$ cat config.mk
export PLATFORM = sky130hd
export DESIGN_NAME = l1_refill_ctrl
export DESIGN_NICKNAME = d
export VERILOG_FILES = /design/src/rtl/l1_refill_ctrl.sv
export SDC_FILE = /design/constraint.sdc
export NUM_CORES = 1
export LEC_CHECK = 0
export CORE_ASPECT_RATIO = 1.5
export CORE_MARGIN = 2
export CORE_UTILIZATION = 30
export CTS_BUF_LIST = sky130_fd_sc_hd__clkbuf_16
export DETAILED_ROUTE_END_ITERATION = 12
export PLACE_DENSITY_LB_ADDON = 0.05
export SYNTH_ARGS = -nofsm -noshare
export SYNTH_HDL_FRONTEND = slang
export SYNTH_SLANG_ARGS = --single-unit
$ cat constraint.sdc
create_clock -name clk -period 5.1 [get_ports clk]
set_input_delay 1.02 -clock clk [delete_from_list [all_inputs] [get_ports clk]]
set_output_delay 1.02 -clock clk [all_outputs]
set_load 0.01 [all_outputs]
$ cat src/rtl/l1_refill_ctrl.sv
// L1 miss sequencer: optional dirty-victim writeback to L2, then line refill into the L1 data RAM plus tag install.
// One miss in flight; L2 requests are held until req_rdy; refill beats may arrive with gaps, writeback beats do not.
module l1_refill_ctrl #(
    parameter int LINE_WORDS    = 4,
    parameter int L2_ADDR_WIDTH = 16,
    parameter int L2_DATA_WIDTH = 32,
    parameter int L2_CMND_WIDTH = 2,
    parameter int L2_SIZE_WIDTH = 3,
    localparam int IDX_W        = $clog2(LINE_WORDS)
) (
    input  logic                         clk,
    input  logic                         rst,
    input  logic                         miss_req,
    input  logic [L2_ADDR_WIDTH-1:0]     miss_addr,
    input  logic                         evict_dirty,
    input  logic [L2_ADDR_WIDTH-1:0]     evict_addr,
    output logic                         miss_ack,
    output logic                         busy,
    output logic                         done,
    output logic                         err,
    output logic                         ram_rd_en,
    output logic [IDX_W-1:0]             ram_rd_idx,
    input  logic [L2_DATA_WIDTH-1:0]     ram_rd_data,
    output logic                         ram_wr_en,
    output logic [IDX_W-1:0]             ram_wr_idx,
    output logic [L2_DATA_WIDTH-1:0]     ram_wr_data,
    output logic                         tag_upd,
    output logic                         req_val,
    input  logic                         req_rdy,
    output logic                         req_nc,
    output logic [L2_CMND_WIDTH-1:0]     req_cmd,
    output logic [L2_SIZE_WIDTH-1:0]     req_size,
    output logic [L2_ADDR_WIDTH-1:0]     req_addr,
    output logic                         req_wdata_val,
    output logic [L2_DATA_WIDTH-1:0]     req_wdata,
    output logic [L2_DATA_WIDTH/8-1:0]   req_wstrb,
    input  logic                         resp_val,
    input  logic                         resp_err,
    input  logic                         resp_rdata_val,
    input  logic [L2_DATA_WIDTH-1:0]     resp_rdata
);

    localparam int OFF_W = $clog2(LINE_WORDS * L2_DATA_WIDTH / 8);
    localparam logic [L2_SIZE_WIDTH-1:0] LINE_SIZE = L2_SIZE_WIDTH'(OFF_W);
    localparam logic [L2_CMND_WIDTH-1:0] CMD_RD    = '0;
    localparam logic [L2_CMND_WIDTH-1:0] CMD_WR    = L2_CMND_WIDTH'(1);
    localparam logic [IDX_W:0]           CNT_LINE  = (IDX_W+1)'(LINE_WORDS);
    localparam logic [IDX_W:0]           CNT_LAST  = (IDX_W+1)'(LINE_WORDS - 1);
    localparam logic [L2_ADDR_WIDTH-1:0] LINE_MASK = ~(L2_ADDR_WIDTH'((1 << OFF_W) - 1));

    typedef enum logic [2:0] {
        S_IDLE, S_WB_REQ, S_WB_DATA, S_WB_RESP, S_RF_REQ, S_RF_DATA, S_DONE
    } state_t;

    state_t                     state_q;
    logic [IDX_W:0]             cnt_q;
    logic [L2_ADDR_WIDTH-1:0]   miss_addr_q;
    logic [L2_ADDR_WIDTH-1:0]   evict_addr_q;
    logic                       err_q;
    logic                       wb_first_q;

    logic                       rf_beat;
    logic [IDX_W:0]             beats_d;

    // Beats past the line size are dropped, so cnt_q saturates at LINE_WORDS.
    assign rf_beat = (state_q == S_RF_DATA) && resp_rdata_val && (cnt_q < CNT_LINE);
    assign beats_d = cnt_q + {{IDX_W{1'b0}}, rf_beat};

    assign miss_ack = (state_q == S_IDLE) && miss_req;
    assign busy     = (state_q != S_IDLE);
    assign done     = (state_q == S_DONE);
    assign err      = done && err_q;

    // Victim word k+1 is fetched while beat k goes out, so L2 sees a gapless burst.
    assign ram_rd_en  = ((state_q == S_WB_REQ) && wb_first_q) ||
                        ((state_q == S_WB_DATA) && (cnt_q < CNT_LAST));
    assign ram_rd_idx = (ram_rd_en && (state_q == S_WB_DATA)) ?
                        (cnt_q[IDX_W-1:0] + IDX_W'(1)) : '0;

    assign ram_wr_en   = rf_beat;
    assign ram_wr_idx  = rf_beat ? cnt_q[IDX_W-1:0] : '0;
    assign ram_wr_data = rf_beat ? resp_rdata : '0;
    assign tag_upd     = (state_q == S_RF_DATA) && resp_val && !resp_err && (beats_d == CNT_LINE);

    assign req_val  = (state_q == S_WB_REQ) || (state_q == S_RF_REQ);
    assign req_nc   = 1'b0;
    assign req_cmd  = (state_q == S_WB_REQ) ? CMD_WR : CMD_RD;
    assign req_size = req_val ? LINE_SIZE : '0;
    assign req_addr = (state_q == S_WB_REQ) ? evict_addr_q :
                      (state_q == S_RF_REQ) ? miss_addr_q  : '0;

    assign req_wdata_val = (state_q == S_WB_DATA);
    assign req_wdata     = req_wdata_val ? ram_rd_data : '0;
    assign req_wstrb     = req_wdata_val ? '1 : '0;

    always_ff @(posedge clk) begin
        if (rst) begin
            state_q      <= S_IDLE;
            cnt_q        <= '0;
            miss_addr_q  <= '0;
            evict_addr_q <= '0;
            err_q        <= 1'b0;
            wb_first_q   <= 1'b0;
        end else begin
            case (state_q)
                S_IDLE: begin
                    if (miss_req) begin
                        miss_addr_q  <= miss_addr & LINE_MASK;
                        evict_addr_q <= evict_addr & LINE_MASK;
                        err_q        <= 1'b0;
                        cnt_q        <= '0;
                        wb_first_q   <= evict_dirty;
                        state_q      <= evict_dirty ? S_WB_REQ : S_RF_REQ;
                    end
                end
                S_WB_REQ: begin
                    wb_first_q <= 1'b0;
                    if (req_rdy) begin
                        cnt_q   <= '0;
                        state_q <= S_WB_DATA;
                    end
                end
                S_WB_DATA: begin
                    if (cnt_q == CNT_LAST) begin
                        cnt_q   <= '0;
                        state_q <= S_WB_RESP;
                    end else begin
                        cnt_q <= cnt_q + 1'b1;
                    end
                end
                S_WB_RESP: begin
                    if (resp_val) begin
                        if (resp_err) begin
                            err_q   <= 1'b1;
                            state_q <= S_DONE;
                        end else begin
                            state_q <= S_RF_REQ;
                        end
                    end
                end
                S_RF_REQ: begin
                    if (req_rdy) begin
                        cnt_q   <= '0;
                        state_q <= S_RF_DATA;
                    end
                end
                S_RF_DATA: begin
                    cnt_q <= beats_d;
                    if (resp_val) begin
                        err_q   <= resp_err || (beats_d != CNT_LINE);
                        state_q <= S_DONE;
                    end
                end
                S_DONE: begin
                    state_q <= S_IDLE;
                end
                default: begin
                    state_q <= S_IDLE;
                end
            endcase
        end
    end

endmodule

# --- Yosys cells after proc, flatten, opt, wreduce, memory -nomap -nowiden ---
# Cells that the tools add are included.
op_classes:
  n_addsub: 3
  magnitude_cmp: 2
  n_eq_ne: 17
  muxes: 29
  reduce_logical: 25
ops:
  columns: ["op", "n"]
  rows:
  - ["$mux W32", 2]
  - ["$mux W3", 11]
  - ["$mux W16", 2]
  - ["$pmux W3 S6", 1]
  - ["$eq A3 B3 Y1 const B", 4]
  - ["$ne A2 B2 Y1 const B", 6]
  - ["$pmux W3 S4", 1]
  - ["$logic_and A1 B1 Y1", 10]
  - ["$eq A3 B2 Y1 const B", 3]
  - ["$mux W1", 6]
  - ["$mux W2", 3]
  - ["$reduce_and A6 Y1", 1]
  - ["$reduce_bool A3 Y1", 2]
  - ["$reduce_and A5 Y1", 1]
  - ["$mux W4", 1]
  - ["$ne A2 B1 Y1 const B", 2]
  - ["$reduce_and A2 Y1", 2]
  - ["$reduce_bool A4 Y1", 1]
  - ["$add A3 B1 Y3", 1]
  - ["$add A3 B1 Y3 const B", 1]
  - ["$eq A3 B1 Y1 const B", 1]
  - ["$logic_not A3 Y1", 1]
  - ["$logic_or A1 B1 Y1", 3]
  - ["$lt A3 B2 Y1 const B", 1]
  - ["9 further kinds", 9]
totals:
  ff_bits: 32
  output_inout_bits: 103

# --- Longest topological paths before layout ---
depth:
  depth_word: 8
  depth_mapped: 10
  ltp_nobuf: 9

# --- Least setup slack after synthesis ---
# Ideal clock, no wire load.
synth_timing:
  path_type: "input port to output port"
  start: "input resp_rdata_val"
  end: "output tag_upd"
  arrival_ps: 2471
  required_ps: 4080
  setup_slack_ps: 1609
  cell_stages: 6
  path_buffers: 1
  cell_sequence: "and3b_1 -> buf_2 -> ha_1 -> ha_1 -> nor4_1 -> and3_1"
synth_via:
  elab_chain_len: 5
synth_lines:
  columns: ["element", "line", "source"]
  rows:
  - ["start: declaration", "39", "input logic resp_rdata_val,"]
  - ["$logic_and A1 B1 Y1 (2 in series)", "66", "assign rf_beat = (state_q == S_RF_DATA) && resp_rdata_val && (cnt_q < CNT_LINE);"]
  - ["net ram_wr_en", "24", "output logic ram_wr_en,"]
  - ["$add A3 B1 Y3", "67", "assign beats_d = cnt_q + {{IDX_W{1'b0}}, rf_beat};"]
  - ["$eq A3 B3 Y1", "83", "assign tag_upd = (state_q == S_RF_DATA) && resp_val && !resp_err && (beats_d == CNT_LINE);"]
  - ["$logic_and A1 B1 Y1", "83", null]
  - ["end: declaration", "27", "output logic tag_upd,"]
# The timed path passes the listed nets, and every way through them passes these cells.

# --- Final worst setup path ---
layout_timing:
  start: "input resp_rdata_val"
  end: "output tag_upd"
layout_via:
  elab_chain_len: 5
layout_lines:
  columns: ["element", "line"]
  rows:
  - ["$logic_and A1 B1 Y1 (2 in series)", "66"]
  - ["$add A3 B1 Y3", "67"]
  - ["$eq A3 B3 Y1", "83"]
  - ["$logic_and A1 B1 Y1", "83"]
# Every way passes these cells.

==> impl_metrics.toml <==
[outcome]
status = "completed"

[place]
dp.cells = 567
hpwl_um = 6330
globalplace.congestion = 0.824
port_buffers = 190

[sta]
rsz0062_at_grt = "false"
fin_skew_ps = 4.51
hold_viol = 0
fmax_ghz = 0.232
setup_viol = 0
slew_headroom = 0.298
finalCritPeriodShare = 0.846
fin_worst_hold_slack_ps = 457
final_max_slew_viol_count = 0
setup-tns-final_ps = 0
post-route-min-period_ps = 4310
tightest_slew_ps = 1050

[setup_path]
arrival_ps = 3290
critPathCaptureType = "output pin"
cp-start-kind = "primary input"
critPathRequiredTime_ps = 4080
worstPathCellList = "clkdlybuf4s50_1, and3b_1, ha_1, ha_1, nor4_1, and3_1, clkdlybuf4s50_1"
cp_slowest_cell = "clkdlybuf4s50_1"
critical_path_class = "in2out"
cp_slowest_stage_delay_ps = 550
critPathMaxFanout = 2

[routing]
wl_met2_um = 4170
wl_per_cell_um = 13.7
wl_met3_um = 629
dr.max_layer_used = "met4"
wl_met1_um = 2880
via_per_inst = 4.56
dr.pass1.iters = 4
routed-via-count = 2617
drc = 0
antenna_left = 0
drt_iter0_drc = 61
routed_wl_um = 7850

[logic_synthesis]
synth-seq-area-share = 0.285
synth_top_area_share = 0.285
synth_edf_count = 0
avgSynthCellArea_sq_um = 7.48
syn_area_sq_um = 2250
synth.distinct_cells = 51
synth_cells = 301
ys_ff_latch = 32
yosysWarnings = 0
synth_ff_type = "dfxtp_1"
synth_area_leaders = "dfxtp_1 28%, and2_1 19%, nand2_1 8.5%, a21oi_1 6.0%, buf_4 5.0%"
async_flop_share = 0
yosysTopAreaCell = "dfxtp_1"

[pwr]
power.internal_uw = 862
p_per_area_nw_per_um2 = 325
power_frac_seq = 0.270
p_leak_nw = 1.65
p_clk_frac = 0.200
p_comb_frac = 0.529
power_mw = 1.38
power_switching_uw = 519
swShare = 0.376
vdd_ir_drop_max_v = 0.000272

[die]
start_util = 0.309
die_w_um = 74.7
fp.coreArea_sq_um = 7270
num_rows = 38
dieArea_sq_um = 8230
die_h_um = 110
io_pins = 207

[clocking]
cts_tree = "done"
clkTransAtPathRegs_ps = 50
post_cts_buffers = 0
cts.sinks = 32
clk_latency_ps = 270
postCtsHoldBufs = 0
ctsHtreeMaxLevel = 2
clockBufferDepth = 2
numCtsBuffers = 5
cts_resized = 0
clockRootBuffer = "clkbuf_16"

[global_routing]
grt_pass1_vias = 2261
grt_start_max_net_pins = 35
antenna_found_initial = 0
grt_overflow_total = 0
grt_pass1_wl_um = 11300
track_usage = 0.177

[cells_and_area]
drive_gt1_frac = 0.0464
layout.nets = 581
layoutNonFillerInstCount = 574
area_growth_pct = 88.8
antenna_cells = 0

[flow_run]
cap_violations = 0

[worst_hold_path]
hp-class = "reg2reg"
[cell usage in the layout, fill, tap and decap left out, drive strengths merged, types with 4 or more instances in the layout]
master / Yosys / layout
a22oi: 12 / 12
nor2: 16 / 16
inv: 5 / 5
and2: 67 / 67
conb: 1 / 8
nor2b: 4 / 4
buf: 27 / 5
clkbuf: 9 / 5
nand2: 52 / 52
clkdlybuf4s50: 0 / 190
nor3: 6 / 6
a21oi: 27 / 27
dfxtp: 32 / 32
[stage by stage]
| stage | area (sq um) | worst slack, ps | utilization |
|---|---|---|---|
| after detailed placement | 4120 | 786 | 0.566 |
| after floorplan | 2280 | 1610 | - |
| after CTS | 4250 | 786 | 0.584 |
| after global placement | 4120 | 818 | 0.566 |
| after global routing | 4250 | 681 | 0.584 |
| final | 4250 | 787 | 0.584 |
[cells by family after synthesis]
group | share of synthesized area
multiplexers | 0.00945
AO/OA/AOI/OAI | 0.176
XOR/XNOR | 0.00778
other | 0.00167
flip-flops | 0.285
buffers and inverters | 0.110
adder cells (fa/ha/maj) | 0.0167
AND/OR/NAND/NOR | 0.394
[critical path: cells and delay by family]
| family | cells | cell delay [ps] |
|---|---|---|
| adder cells (fa/ha/maj) | 2 | 510 |
| buffers and inverters | 2 | 950 |
| AND/OR/NAND/NOR | 3 | 820 |
[path summary, 6_finish.rpt]
path / startpoint / end / slack (ps) / cells past startpoint
max: resp_rdata_val / tag_upd / 790 / 7
min: miss_addr_q[14] / miss_addr_q[14] / 460 / 2
max reg2reg: state_q[2] / err_q / 2550 / 7
min reg2reg: miss_addr_q[14] / miss_addr_q[14] / 460 / 2
[power groups by stage]
stage | Combinational, mW | Clock (mW) | Sequential (mW)
CTS | 0.743 | 0.284 | 0.373
global route | 0.804 | 0.290 | 0.383
floorplan | 0.482 | 0 | 0.334
global placement | 0.735 | 0 | 0.376
finish | 0.731 | 0.277 | 0.373
detailed placement | 0.740 | 0 | 0.378
[state kept, by name, summed over array words and instances (netlist names)]
signal / flops
state_q: 3
err_q: 1
miss_addr_q: 12
cnt_q: 3
evict_addr_q: 12
wb_first_q: 1
[area by class of cell]
class / instances / area, sq um
inverter: 6 / 23.8
multi-input combinational: 234 / 1390
clock buffer: 5 / 125
clock inverter: 2 / 7.51
fill: 698 / 3020
tap: 100 / 125
timing repair buffer: 195 / 1940
sequential: 32 / 641
[layer usage]
metal,vias to the layer above,GRT usage
li1,1314,-
met1,1161,0.194
met2,127,0.326
met3,15,0.0391
met4,0,0.0638
met5,-,0
[cells in the mapped netlist (3+ instances only)]
cell and number:
nor2_1 15, and2_1 67, nor3b_1 3, dfxtp_1 32, inv_1 4, nor3_1 4, nor2b_1 3, buf_4 15
ha_1 3, buf_2 8, o2bb2ai_1 3, a22oi_1 12, buf_6 3, a21oi_1 27, clkbuf_1 9, nand2_1 51
(Power assumes the default switching activity.)
